==> src/rtl/lsu_handshake_pkg.sv <==
// lsu_handshake_pkg
// Shared definitions for the load/store handshake unit: load-type and
// store-mask encodings as seen on the execute interface, the FSM state
// type, and the alignment check used at op acceptance.
`timescale 1ns/1ps
package lsu_handshake_pkg;

   // Load type codes on e_load_inst (codes 6 and 7 behave as LD_W)
   localparam logic [2:0] LD_NONE = 3'd0;
   localparam logic [2:0] LD_B    = 3'd1;
   localparam logic [2:0] LD_H    = 3'd2;
   localparam logic [2:0] LD_W    = 3'd3;
   localparam logic [2:0] LD_BU   = 3'd4;
   localparam logic [2:0] LD_HU   = 3'd5;

   // Unshifted store byte masks on e_store_mask
   localparam logic [3:0] SM_NONE = 4'b0000;
   localparam logic [3:0] SM_B    = 4'b0001;
   localparam logic [3:0] SM_H    = 4'b0011;
   localparam logic [3:0] SM_W    = 4'b1111;

   typedef enum logic [1:0] {
      ST_IDLE = 2'd0,
      ST_REQ  = 2'd1,
      ST_WAIT = 2'd2,
      ST_RESP = 2'd3
   } lsuState_t;

   // Access size is taken from the store mask when one is present (a store
   // overrides any load type), otherwise from the load type. Any nonzero
   // mask that is not a byte or halfword mask is sized as a word.
   function automatic logic isMisaligned(input logic [2:0] loadInst,
                                         input logic [3:0] storeMask,
                                         input logic [1:0] byteOffset);
      logic isHalf;
      logic isWord;
      isHalf = 1'b0;
      isWord = 1'b0;
      if (storeMask != SM_NONE) begin
         isHalf = (storeMask == SM_H);
         isWord = (storeMask != SM_B) && (storeMask != SM_H);
      end else begin
         isHalf = (loadInst == LD_H) || (loadInst == LD_HU);
         isWord = (loadInst == LD_W) || (loadInst >= 3'd6);
      end
      return (isHalf && byteOffset[0]) || (isWord && (byteOffset != 2'b00));
   endfunction

endpackage

==> src/rtl/lsu_align.sv <==
// lsu_align
// Purely combinational byte-lane alignment for a 32-bit word memory.
//   byteOffset  in  : address bits [1:0] of the access
//   storeMask   in  : unshifted store byte mask
//   storeData   in  : unshifted store data (rs2)
//   loadInst    in  : load type code
//   rawRdata    in  : raw word returned by memory
//   laneMask    out : store byte enables moved onto the addressed lanes
//   laneData    out : store data moved onto the addressed lanes
//   loadData    out : load result, extracted and sign/zero extended
`timescale 1ns/1ps
module lsu_align
   import lsu_handshake_pkg::*;
#(
   parameter int DATA_WIDTH = 32
) (
   input  logic [1:0]            byteOffset,
   input  logic [3:0]            storeMask,
   input  logic [DATA_WIDTH-1:0] storeData,
   input  logic [2:0]            loadInst,
   input  logic [DATA_WIDTH-1:0] rawRdata,
   output logic [3:0]            laneMask,
   output logic [DATA_WIDTH-1:0] laneData,
   output logic [DATA_WIDTH-1:0] loadData
);

   logic [4:0]            shiftBits;
   logic [DATA_WIDTH-1:0] rdShifted;

   assign shiftBits = {byteOffset, 3'b000};
   assign laneMask  = storeMask << byteOffset;
   assign laneData  = storeData << shiftBits;
   // Bring the addressed byte/halfword down to bit 0 before extension
   assign rdShifted = rawRdata >> shiftBits;

   always_comb begin
      loadData = rdShifted;
      case (loadInst)
         LD_B:    loadData = {{(DATA_WIDTH-8){rdShifted[7]}},   rdShifted[7:0]};
         LD_H:    loadData = {{(DATA_WIDTH-16){rdShifted[15]}}, rdShifted[15:0]};
         LD_BU:   loadData = {{(DATA_WIDTH-8){1'b0}},           rdShifted[7:0]};
         LD_HU:   loadData = {{(DATA_WIDTH-16){1'b0}},          rdShifted[15:0]};
         default: loadData = rdShifted;
      endcase
   end

endmodule

==> src/rtl/lsu_handshake.sv <==
// lsu_handshake
// Load/store stage between execute and write-back. Accepts one op at a
// time over a valid/ready handshake, issues at most one request to a
// variable-latency data memory, and hands the register write to
// write-back over a second valid/ready handshake.
//   clk, rst                    : clock, asynchronous active-high reset
//   in_valid/in_ready           : op handshake from execute
//   e_regW/e_regAddr/e_regData  : destination and ALU result / address
//   e_load_inst/e_store_mask    : memory op selection
//   e_store_data                : unshifted store data
//   mem_req_valid/mem_req_ready : memory request handshake
//   mem_addr/mem_wen/mem_wmask/mem_wdata : request payload
//   mem_resp_valid/mem_rdata    : one-cycle memory response
//   m_valid/m_ready             : result handshake to write-back
//   m_regW/m_regAddr/m_regData  : register write result
//   m_misalign                  : result of a rejected misaligned access
`timescale 1ns/1ps
module lsu_handshake
   import lsu_handshake_pkg::*;
#(
   parameter int ADDR_WIDTH = 5,
   parameter int DATA_WIDTH = 32
) (
   input  logic                  clk,
   input  logic                  rst,
   input  logic                  in_valid,
   output logic                  in_ready,
   input  logic                  e_regW,
   input  logic [ADDR_WIDTH-1:0] e_regAddr,
   input  logic [DATA_WIDTH-1:0] e_regData,
   input  logic [2:0]            e_load_inst,
   input  logic [3:0]            e_store_mask,
   input  logic [DATA_WIDTH-1:0] e_store_data,
   output logic                  mem_req_valid,
   input  logic                  mem_req_ready,
   output logic [DATA_WIDTH-1:0] mem_addr,
   output logic                  mem_wen,
   output logic [3:0]            mem_wmask,
   output logic [DATA_WIDTH-1:0] mem_wdata,
   input  logic                  mem_resp_valid,
   input  logic [DATA_WIDTH-1:0] mem_rdata,
   output logic                  m_valid,
   input  logic                  m_ready,
   output logic                  m_regW,
   output logic [ADDR_WIDTH-1:0] m_regAddr,
   output logic [DATA_WIDTH-1:0] m_regData,
   output logic                  m_misalign
);

   lsuState_t             stateReg;
   lsuState_t             stateNext;

   logic                  regWReg;
   logic [ADDR_WIDTH-1:0] regAddrReg;
   logic [DATA_WIDTH-1:0] addrReg;
   logic [DATA_WIDTH-1:0] resultReg;
   logic [3:0]            storeMaskReg;
   logic [DATA_WIDTH-1:0] storeDataReg;
   logic [2:0]            loadInstReg;
   logic                  isStoreReg;
   logic                  misalignReg;

   logic                  accept;
   logic                  acceptIsStore;
   logic                  acceptIsMem;
   logic                  acceptMisalign;
   logic [DATA_WIDTH-1:0] alignedLoad;

   assign accept         = (stateReg == ST_IDLE) && in_valid;
   assign acceptIsStore  = (e_store_mask != SM_NONE);
   assign acceptIsMem    = acceptIsStore || (e_load_inst != LD_NONE);
   assign acceptMisalign = acceptIsMem &&
                           isMisaligned(e_load_inst, e_store_mask, e_regData[1:0]);

   // Alignment works entirely from latched op state, so every request
   // field stays stable for as long as the request is stalled.
   lsu_align #(
      .DATA_WIDTH (DATA_WIDTH)
   ) uAlign (
      .byteOffset (addrReg[1:0]),
      .storeMask  (storeMaskReg),
      .storeData  (storeDataReg),
      .loadInst   (loadInstReg),
      .rawRdata   (mem_rdata),
      .laneMask   (mem_wmask),
      .laneData   (mem_wdata),
      .loadData   (alignedLoad)
   );

   always_ff @(posedge clk or posedge rst) begin
      if (rst) begin
         stateReg <= ST_IDLE;
      end else begin
         stateReg <= stateNext;
      end
   end

   always_comb begin
      stateNext     = stateReg;
      in_ready      = 1'b0;
      mem_req_valid = 1'b0;
      m_valid       = 1'b0;
      case (stateReg)
         ST_IDLE: begin
            in_ready = 1'b1;
            if (in_valid) begin
               if (!acceptIsMem || acceptMisalign) begin
                  stateNext = ST_RESP;
               end else begin
                  stateNext = ST_REQ;
               end
            end
         end
         ST_REQ: begin
            mem_req_valid = 1'b1;
            if (mem_req_ready) begin
               stateNext = ST_WAIT;
            end
         end
         ST_WAIT: begin
            if (mem_resp_valid) begin
               stateNext = ST_RESP;
            end
         end
         ST_RESP: begin
            m_valid = 1'b1;
            if (m_ready) begin
               stateNext = ST_IDLE;
            end
         end
         default: stateNext = ST_IDLE;
      endcase
   end

   always_ff @(posedge clk or posedge rst) begin
      if (rst) begin
         regWReg      <= 1'b0;
         regAddrReg   <= '0;
         addrReg      <= '0;
         resultReg    <= '0;
         storeMaskReg <= SM_NONE;
         storeDataReg <= '0;
         loadInstReg  <= LD_NONE;
         isStoreReg   <= 1'b0;
         misalignReg  <= 1'b0;
      end else if (accept) begin
         // Stores and rejected accesses never write the register file
         regWReg      <= e_regW && !acceptIsStore && !acceptMisalign;
         regAddrReg   <= e_regAddr;
         addrReg      <= e_regData;
         resultReg    <= e_regData;
         storeMaskReg <= e_store_mask;
         storeDataReg <= e_store_data;
         // A store overrides any load type presented alongside it
         loadInstReg  <= acceptIsStore ? LD_NONE : e_load_inst;
         isStoreReg   <= acceptIsStore && !acceptMisalign;
         misalignReg  <= acceptMisalign;
      end else if ((stateReg == ST_WAIT) && mem_resp_valid && !isStoreReg) begin
         resultReg    <= alignedLoad;
      end
   end

   assign mem_addr   = {addrReg[DATA_WIDTH-1:2], 2'b00};
   assign mem_wen    = isStoreReg;
   assign m_regAddr  = regAddrReg;
   assign m_regData  = resultReg;
   assign m_regW     = m_valid && regWReg;
   assign m_misalign = m_valid && misalignReg;

endmodule
==> config.mk <==
export PLATFORM = sky130hd
export DESIGN_NAME = lsu_handshake
export DESIGN_NICKNAME = d
export VERILOG_FILES = /design/src/rtl/lsu_handshake_pkg.sv /design/src/rtl/lsu_align.sv /design/src/rtl/lsu_handshake.sv
export SDC_FILE = /design/constraint.sdc
export NUM_CORES = 1
export LEC_CHECK = 0
export ABC_AREA = 1
export ABC_CLOCK_PERIOD_IN_PS = 2930
export BUFFER_PORTS_ARGS = -buffer_cell sky130_fd_sc_hd__buf_4
export CAP_MARGIN = 20
export CORE_UTILIZATION = 40
export DETAILED_ROUTE_END_ITERATION = 10
export PLACE_DENSITY_LB_ADDON = 0.3
export SYNTH_ARGS = -nofsm -noshare
export SYNTH_HDL_FRONTEND = slang
export SYNTH_HIERARCHICAL = 1
export SYNTH_SLANG_ARGS = --single-unit
==> constraint.sdc <==
create_clock -name clk -period 2.93 [get_ports clk]
set_input_delay 0 -clock clk [delete_from_list [all_inputs] [get_ports clk]]
set_output_delay 0 -clock clk [all_outputs]
set_load 0.03 [all_outputs]
# After elaboration in Yosys (flattened, before gate mapping)
# Cells that the tools add are included.
# Widths: inputs -> output; s select.
dict set report totals {
  in_bits 115
  reg_bits 113
  word_cells 73
  output_inout_bits 111
}
dict set report classes {
  reduce_logical 27
  n_shift 3
  n_lt_le_gt_ge 1
  eq_ne 17
  mux 15
}
# op n
set ops {}
lappend ops {{$pmux 32 s4} 1}
lappend ops {{$mux 32} 2}
lappend ops {{$shl 32x5->32} 1}
lappend ops {{$shr 32x5->32} 1}
lappend ops {{$logic_and 1x1->1} 12}
lappend ops {{$mux 2} 5}
lappend ops {{$eq 3x2->1 const B} 3}
lappend ops {{$eq 3x3->1 const B} 3}
lappend ops {{$ne 2x2->1 const B} 4}
lappend ops {{$pmux 2 s4} 1}
lappend ops {{$logic_or 1x1->1} 5}
lappend ops {{$mux 1} 5}
lappend ops {{$eq 2x2->1 const B} 2}
lappend ops {{$eq 4x2->1 const B} 1}
lappend ops {{$logic_not 1->1} 4}
lappend ops {{$ne 4x1->1 const B} 1}
lappend ops {{$ne 4x2->1 const B} 1}
lappend ops {{$reduce_and 4->1} 1}
lappend ops {{$reduce_bool 2->1} 2}
lappend ops {{$reduce_bool 4->1} 1}
lappend ops {{$shl 4x2->4} 1}
lappend ops {{$eq 3x1->1 const B} 1}
lappend ops {{$ge 3x3->1 const B} 1}
lappend ops {{$mux 3} 1}
lappend ops {{3 further kinds} 3}

# Longest topological paths before layout
# Gate-level depths: netlist of the first run.
dict set report depth {
  depth_word 10
  mapped_depth 10
}

# Cells and area by module
# Netlist of the first run, hierarchy kept.
# mod area_per_inst_um2 n_inst cells_each
set modules_own_cells {}
lappend modules_own_cells {lsu_handshake 4850.9 1 562}
lappend modules_own_cells {lsu_align 1492.7 1 303}

# Worst setup path before layout of the first run
# OpenSTA, ideal clock, no wires.
dict set report synth_path {
  kind {flip-flop to flip-flop}
  from {register stateReg[0]}
  to {register resultReg[10] (netlist: m_regData[10])}
  t_arrival_ns 1.587
  slack_ns 1.213
  stages_incl_launch_ff 8
  required_ns 2.800
  period_less_slack_ns 1.717
  cell_sequence {dfrtp_1 > inv_1 > ha_1 > nand2_2 > and2_4 > clkinv_2 > buf_2 > a31oi_1}
}
dict set report synth_between {
  elab_chain_len 4
  word_cells_on_any_way 7
  cone_classes {eq/ne (1); mux (1); reduce/logical (5)}
}
# element line_no
set synth_lines {}
lappend synth_lines {{start, declared} lsu_handshake.sv:50} ;# lsuState_t stateReg;
lappend synth_lines {{start signal, assigned} lsu_handshake.sv:94} ;# stateReg <= stateNext;
lappend synth_lines {{$eq 2x2->1} lsu_handshake.sv:158} ;# end else if ((stateReg == ST_WAIT) && mem_resp_valid && !isStoreReg) begin
lappend synth_lines {{$logic_and 1x1->1 (2 in series)} lsu_handshake.sv:158}
lappend synth_lines {{$reduce_bool 2->1 (no line)} n/a}
lappend synth_lines {{end signal, assigned} lsu_handshake.sv:151} ;# resultReg <= e_regData;
lappend synth_lines {{end signal, assigned} lsu_handshake.sv:159} ;# resultReg <= alignedLoad;
lappend synth_lines {{end, declared} lsu_handshake.sv:56} ;# logic [DATA_WIDTH-1:0] resultReg;
# Parallel ways exist; a longest one is shown, timed or not.
# A chain may end at the register's enable or synchronous reset.

# Worst setup path after layout of the first run
dict set report layout_path {
  from {register stateReg[1]}
  to {register regAddrReg[2] (netlist: m_regAddr[2])}
}
dict set report layout_between {
  elab_chain_len 2
}
# element line_no
set layout_lines {}
lappend layout_lines {{$logic_not 2->1} lsu_handshake.sv:69} ;# assign accept = (stateReg == ST_IDLE) && in_valid;
lappend layout_lines {{$logic_and 1x1->1} lsu_handshake.sv:69}
lappend layout_lines {{end signal, assigned} lsu_handshake.sv:149} ;# regAddrReg <= e_regAddr;
lappend layout_lines {{end, declared} lsu_handshake.sv:54} ;# logic [ADDR_WIDTH-1:0] regAddrReg;
# Every way passes these cells.

==> results of run 1 <==
==> per-stage QoR <==
| stage | total power [W] | setup WS [ns] | hold slack (ns) | cell area [um2] | utilization |
|---|---|---|---|---|---|
| floorplan | 0.00743 | 1.21 | 0.110 | 6350 | - |
| global placement | 0.00914 | 0.858 | 0.134 | 7830 | 0.511 |
| detailed placement | 0.00920 | 0.786 | 0.137 | 7830 | 0.511 |
| CTS | 0.0115 | 0.743 | 0.0183 | 9250 | 0.604 |
| global route | 0.0123 | 0.523 | 0.0747 | 9250 | 0.604 |
| finish | 0.0114 | 0.716 | 0.0362 | 9250 | 0.604 |
==> flip-flops by register name, summed over array words and instances, names as in the netlist <==
signal / flops
misalignReg: 1
storeDataReg: 32
regWReg: 1
storeMaskReg: 4
addrReg: 32
m_regData: 32
mem_wen: 1
stateReg: 2
m_regAddr: 5
loadInstReg: 3
==> what timing repair did <==
item                      4_1_cts  5_1_grt
hold buffers                   80        0
setup buffers                   0        0
hold endpoints to repair      137        0
==> how the worst max path moves through the flow <==
stage	startpoint	to	cells past startpoint
CTS	stateReg[1]$_DFFE_PP0P_	storeDataReg[6]$_DFFE_PP0P_	7
floorplan	stateReg[0]$_DFFE_PP0P_	m_regData[10]$_DFFE_PP0P_	7
detailed placement	stateReg[1]$_DFFE_PP0P_	storeDataReg[20]$_DFFE_PP0P_	7
global route	stateReg[1]$_DFFE_PP0P_	m_regAddr[2]$_DFFE_PP0P_	7
global placement	stateReg[0]$_DFFE_PP0P_	storeDataReg[25]$_DFFE_PP0P_	7
finish	stateReg[1]$_DFFE_PP0P_	m_regAddr[2]$_DFFE_PP0P_	7
==> synthesized netlist by cell type, types with 8 or more instances <==
master | n | area (um2)
buf_4 | 44 | 330
buf_6 | 10 | 113
a31oi_1 | 30 | 188
nand3_1 | 33 | 165
dfrtp_1 | 113 | 2830
a21oi_1 | 31 | 155
nor2_1 | 73 | 274
inv_1 | 41 | 154
buf_2 | 23 | 115
clkbuf_1 | 8 | 30.0
nand2_1 | 361 | 1360
o21ai_0 | 37 | 185
a22oi_1 | 13 | 97.6
==> power by group <==
group	switching (W)	internal, W	leakage [nW]
Combinational	0.00420	0.00229	3.25
Sequential	0.000484	0.00231	1.38
Clock	0.000740	0.00141	0.294
==> worst min-delay path: stages <==
cell,delay [ns]
buf_4,0.11
nand2_1,0.05
a22oi_1,0.08
nand2_1,0.09
a31oi_1,0.08
==> cells by family (layout without fill, tap and decap cells) <==
| group | Yosys count | after routing | share of synthesized area |
|---|---|---|---|
| muxes | 6 | 6 | 0.00947 |
| DFF | 113 | 113 | 0.446 |
| adders and majority gates | 4 | 4 | 0.00789 |
| AOI/OAI and AO/OA | 125 | 125 | 0.113 |
| buffers and inverters | 131 | 390 | 0.121 |
| and+or+nand+nor | 485 | 485 | 0.303 |
| other | 1 | 2 | 0.000591 |
==> layer usage <==
layer / wire length, um / global-route usage / up-vias
li1: - / - / 3224
met1: 8230 / 0.302 / 2968
met2: 9560 / 0.426 / 241
met3: 1350 / 0.0668 / 33
met4: 490 / 0.0976 / 0
met5: 0 / 0 / -
==> cell type report <==
class | instances | area share
well taps | 211 | 0.0285
clock inverters | 15 | 0.0208
repair buffers | 313 | 0.281
multi-input cells | 622 | 0.298
clock buffers | 17 | 0.0460
flip-flops and latches | 113 | 0.306
inverters | 45 | 0.0191
==> results.md, run 1 <==
* Leakage at 4.92 nW
* Library cells used by synthesis at 34
* Most frequent CP cell: nand2_1
* WHS Endpoint: m_regData[6]$_DFFE_PP0P_
* Cells after Synth at 865
* Post-route ant nets at 0
* CP arrival at 2.57 ns
* EDFF count, synth at 0
* Global route overflow at 0
* Post-synthesis cell area at 6340 um2
* Starting Density at 0.414
* Worst r2r path cells at 7
* Gr usage total at 0.251
* Final Max Slew Viols at 0
* Die Width at 128 um
* Critical path required time at 3.28 ns
* CTS sink count at 113
* CP top delay family: buffers and inverters
* Maximum clock path buffer count at 2
* Average cell area after synthesis at 7.33 um2
* IO buf count at 223
* Peak fanout along the critical path at 40
* Worst flop-to-flop path startpoint: stateReg[1]$_DFFE_PP0P_
* Vias in the first global route at 6405
* IR drop worst, VDD at 909 uV
* Synth Register Bits at 113
* Hold Path Class: in -> reg
* Final setup vio count at 0
* Status: finished clean
* Final Hold Viols at 0
* Worst slew pin tran at 0.693 ns
* Fill count at 1428
* Reg area at 2830 um2
* WL/cell at 14.7 um
* Max_slew headroom at 0.537
* Yosys warnings at 6
* Asr flop ratio synth at 1.00
* Worst Clk Skew at 0.00433 ns
* Hold Path Origin: mem_rdata[6]
* # rows at 45
* Via-per-instance ratio at 4.84
* CP Launch Type: register
* Slowest stage delay, CP at 0.58 ns
* Die area at 16400 um2
* Drt pass-1 iters at 5
* Most common cell after layout, fill and taps aside: nand2_1
* Placed insts at 1224
* Largest net degree at the start of global routing at 91
* Final net count at 1231
* Ant diodes at 0
* Max_cap viols at 0
* Hold Crit Depth at 5
* Reg2Reg Setup Slack at 0.72 ns
* Drt initial violations at 302
* Antenna violations before repair at 0
* Share of layout cells above drive strength 1 at 0.250
* Top Ports at 226
* CP endpoint kind: register
* Clock transition at path regs at 0.06 ns
* RSZ-0062 raised after global routing: false
* CTS tree: built
* Multi-input gate area at 2760 um2
* Clock Latency Late Sink at 0.41 ns
* FMAX at 452 MHz
* Ys flop type: dfrtp_1
* Final setup TNS at 0 ns
* # H-tree levels at 4
* Via count at 6466
* Die Y at 128 um
* Area delta synth->final at 45.8%
* Drt total wl at 19600 um
* Post-CTS sizing at 0
* Worst reg2reg path endpoint: m_regAddr[2]$_DFFE_PP0P_
* HPWL after DPL at 13200 um
* CTS Root Cell: clkbuf_16
* Post-synthesis sequential area ratio at 0.446
* CP max-delay cell: inv_2
* First-pass GRT wire length at 31900 um
* Gp weighted congestion at 0.845
* CTS Buf Count at 17
* Worst-path cell chain: inv_1, ha_1, nand2_4, inv_2, buf_12, nand2_1, nand2_1
* Number of remaining DRC errors at 0
* WP buf/inv at 3
* Min Tclk post-route at 2.21 ns
* Most frequent cells in the layout: nand2_1 (361), buf_4 (229), dfrtp_1 (111)
* Non-filler cells, final at 1336
* Setup CP Type: reg -> reg
* PwrDens at 1240 nW/um2
* Period utilization at 0.756
* CORE AREA at 15300 um2
(Power assumes the default switching activity.)
==> run 2, diff against run 1 <==
--- a/config.mk
+++ b/config.mk
@@ -6,7 +6,7 @@
 export NUM_CORES = 1
 export LEC_CHECK = 0
 export ABC_AREA = 1
-export ABC_CLOCK_PERIOD_IN_PS = 2930
+export ABC_CLOCK_PERIOD_IN_PS = 2050
 export BUFFER_PORTS_ARGS = -buffer_cell sky130_fd_sc_hd__buf_4
 export CAP_MARGIN = 20
 export CORE_UTILIZATION = 40
==> constraint.sdc (replaced) <==
create_clock -name clk -period 2.05 [get_ports clk]
set_input_delay 0 -clock clk [delete_from_list [all_inputs] [get_ports clk]]
set_output_delay 0 -clock clk [all_outputs]
set_load 0.03 [all_outputs]
==> run 2 against run 1 <==
Net effect:
- final cell count increased by 0.30%
- sequential power grew 44%
- count of clock-buffer cells in the layout grew 8
- via count increased by 1.4%
- clock power rose by 29%
- final area is essentially flat
- first-iteration DRC count rose by 33%
- worst hold slack about the same
- critical path depth decreased by 2
- setup slack worse by 0.55 ns
==> results.md, run 2 (synthesis gave the netlist of run 1 again) <==
* Status: finished clean
* Clock transition at path regs at 0.06 ns (about the same)
* Final net count at 1236 (+0.41%)
* CTS Buf Count at 17 (unchanged)
* Top Ports at 226 (unchanged)
* Die area at 16400 um2 (unchanged)
* Most frequent cells in the layout: nand2_1 (361), buf_4 (228), dfrtp_1 (111)
* # rows at 45 (unchanged)
* Drt initial violations at 403 (+33%)
* Final setup vio count at 0 (unchanged)
* Peak fanout along the critical path at 31 (-23%)
* Vias in the first global route at 6200 (-3.2%)
* GRT met2 Usage at 0.419 (-0.00703)
* # H-tree levels at 4 (unchanged)
* Drt pass-1 iters at 5 (unchanged)
* Max_slew headroom at 0.555 (+0.0183)
* Period utilization at 0.918
* Logic pwr share at 0.579 (+0.012)
* IO buf count at 223 (unchanged)
* M1 GR Usage at 0.298 (-0.00487)
* Largest net degree at the start of global routing at 114 (+25%)
* Critical path required time at 2.05 ns (-1.23 ns)
* Global route overflow at 0 (unchanged)
* CP top delay family: buffers and inverters
* Final setup TNS at 0 ns (unchanged)
* Gp weighted congestion at 0.826 (-2.2%)
* WL/cell at 14.7 um (-0.12%)
* Final Max Slew Viols at 0 (unchanged)
* Worst-path cell chain: inv_4, buf_6, nand2_1, a22oi_1, buf_4
* Via-per-instance ratio at 4.89 (+1.1%)
* Max_cap viols at 0 (unchanged)
* Worst slew pin tran at 0.667 ns (-0.0259 ns)
* Gr usage total at 0.247 (-0.00399)
* Maximum clock path buffer count at 2 (unchanged)
* Worst Clk Skew at 0.00853 ns (+0.00419 ns)
* CORE AREA at 15300 um2 (unchanged)
* Leakage at 4.94 nW (+0.35%)
* Most common cell after layout, fill and taps aside: nand2_1
* Pre-CTS WS at 0.358 ns (-0.429 ns)
* Clock Latency Late Sink at 0.42 ns (about the same)
* Ant diodes at 0 (unchanged)
* Final Instance Area at 9260 um2 (about the same)
* PwrDens at 1750 nW/um2 (+41%)
* RSZ-0062 raised after global routing: false
* Met3 GRT Util at 0.0772 (+0.0104)
* First-pass GRT wire length at 31200 um (-2.1%)
* Min Tclk post-route at 1.88 ns
* Grt peak-use layer: met2
* Final Hold Viols at 0 (unchanged)
* CP arrival at 1.88 ns (-0.69 ns)
* CP endpoint kind: primary output
* Post-CTS setup repair buffer count at 0 (unchanged)
* Clock network power share at 0.172 (-0.016)
* P_int at 0.00845 W (+40%)
* Starting Density at 0.414 (unchanged)
* HPWL after DPL at 13200 um (-0.59%)
* Setup CP Type: reg -> out
* Sw Ratio at 0.477 (+0.00316)
* Share of layout cells above drive strength 1 at 0.247 (-0.00266)
* DP Area at 7880 um2 (+0.61%)
* CTS sink count at 113 (unchanged)
* Antenna violations before repair at 0 (unchanged)
* CP max-delay cell: dfrtp_2
* WHS at 0.0359 ns (-0.000343 ns)
* CTS Root Cell: clkbuf_16
* Area delta synth->final at 45.9% (about the same)
* Number of remaining DRC errors at 0 (unchanged)
* FMAX at 532 MHz
* Final worst setup slack at 0.169 ns (-0.547 ns)
* Sequential share of power at 0.249 (+0.005)
* CP Launch Type: register
* Via count at 6557 (+1.4%)
* CTS tree: built
* Die Y at 128 um (unchanged)
* Post-route ant nets at 0 (unchanged)
* Slowest stage delay, CP at 0.49 ns (-0.09 ns)
* WP buf/inv at 3 (unchanged)
* Net Sw Power at 0.00771 W (+42%)
* IR drop worst, VDD at 1090 uV (+20%)
* Hold Path Class: in -> reg
* Die Width at 128 um (unchanged)
* Drt total wl at 19700 um (+0.18%)
## run 2: cell count changes in the layout (fill, tap and decap cells not counted)
cell / before / now
buf_6: 0 / 2
clkinv_4: 2 / 0
clkbuf_1: 0 / 4
clkinvlp_4: 5 / 1
bufinv_16: 4 / 1
buf_12: 4 / 6
clkbuf_8: 0 / 4
buf_4: 229 / 228
dlygate4sd3_1: 80 / 82
## run 2: layout make-up
type	instances	area, um2
multi-input combinational	622	2760
timing repair buffer	318	2680
inverter	45	176
tap	211	264
clock inverter	6	55.1
clock buffer	25	495
fill	1404	6060
sequential	113	2830
## run 2: worst register-to-register path, cell delays in order (launching register included)
cell and delay, ns:
dfrtp_1 0.41, inv_1 0.10, ha_1 0.28, nand2_4 0.11
and2_4 0.19, clkinv_2 0.05, buf_12 0.23, nor2_1 0.10
a31oi_1 0.17
## run 2: final timing paths
kind / slack, ns / to / cells after the start / start
min: 0.04 / m_regData[1]$_DFFE_PP0P_ / 5 / mem_rdata[1]
min in group asynchronous: 0.28 / storeDataReg[23]$_DFFE_PP0P_ / 4 / rst
max: 0.17 / mem_wdata[17] / 5 / addrReg[0]$_DFFE_PP0P_
max in group asynchronous: 1.16 / addrReg[0]$_DFFE_PP0P_ / 4 / rst
max reg2reg: 0.31 / m_regData[17]$_DFFE_PP0P_ / 8 / stateReg[0]$_DFFE_PP0P_
min reg2reg: 0.48 / addrReg[29]$_DFFE_PP0P_ / 2 / addrReg[29]$_DFFE_PP0P_
## run 2: layer usage
metal / vias up / part of all wire
met1: 3064 / 0.42
met3: 25 / 0.072
met4: 0 / 0.016
li1: 3237 / -
met2: 231 / 0.49
met5: - / 0
## run 2: through the flow
| stage | total power [W] | util | std cells |
|---|---|---|---|
| finish | 0.0162 | 0.604 | 1340 |
| global route | 0.0173 | 0.604 | 1340 |
| CTS | 0.0162 | 0.604 | 1340 |
| detailed placement | 0.0133 | 0.514 | 1227 |
| global placement | 0.0131 | 0.514 | 1227 |
| floorplan | 0.0106 | - | 866 |
## run 2: timing repair
action	in CTS	in global routing
hold endpoints to repair	223	0
setup endpoints to repair	0	3
gates resized for setup	0	2
hold buffers	82	0
## run 2: power groups by stage
stage	registers [W]	logic, W	clock network (W)
after CTS	0.00402	0.00938	0.00282
after detailed placement	0.00404	0.00921	0
after global placement	0.00403	0.00911	0
after floorplan	0.00457	0.00605	0
final	0.00402	0.00937	0.00278
after global routing	0.00416	0.0102	0.00294
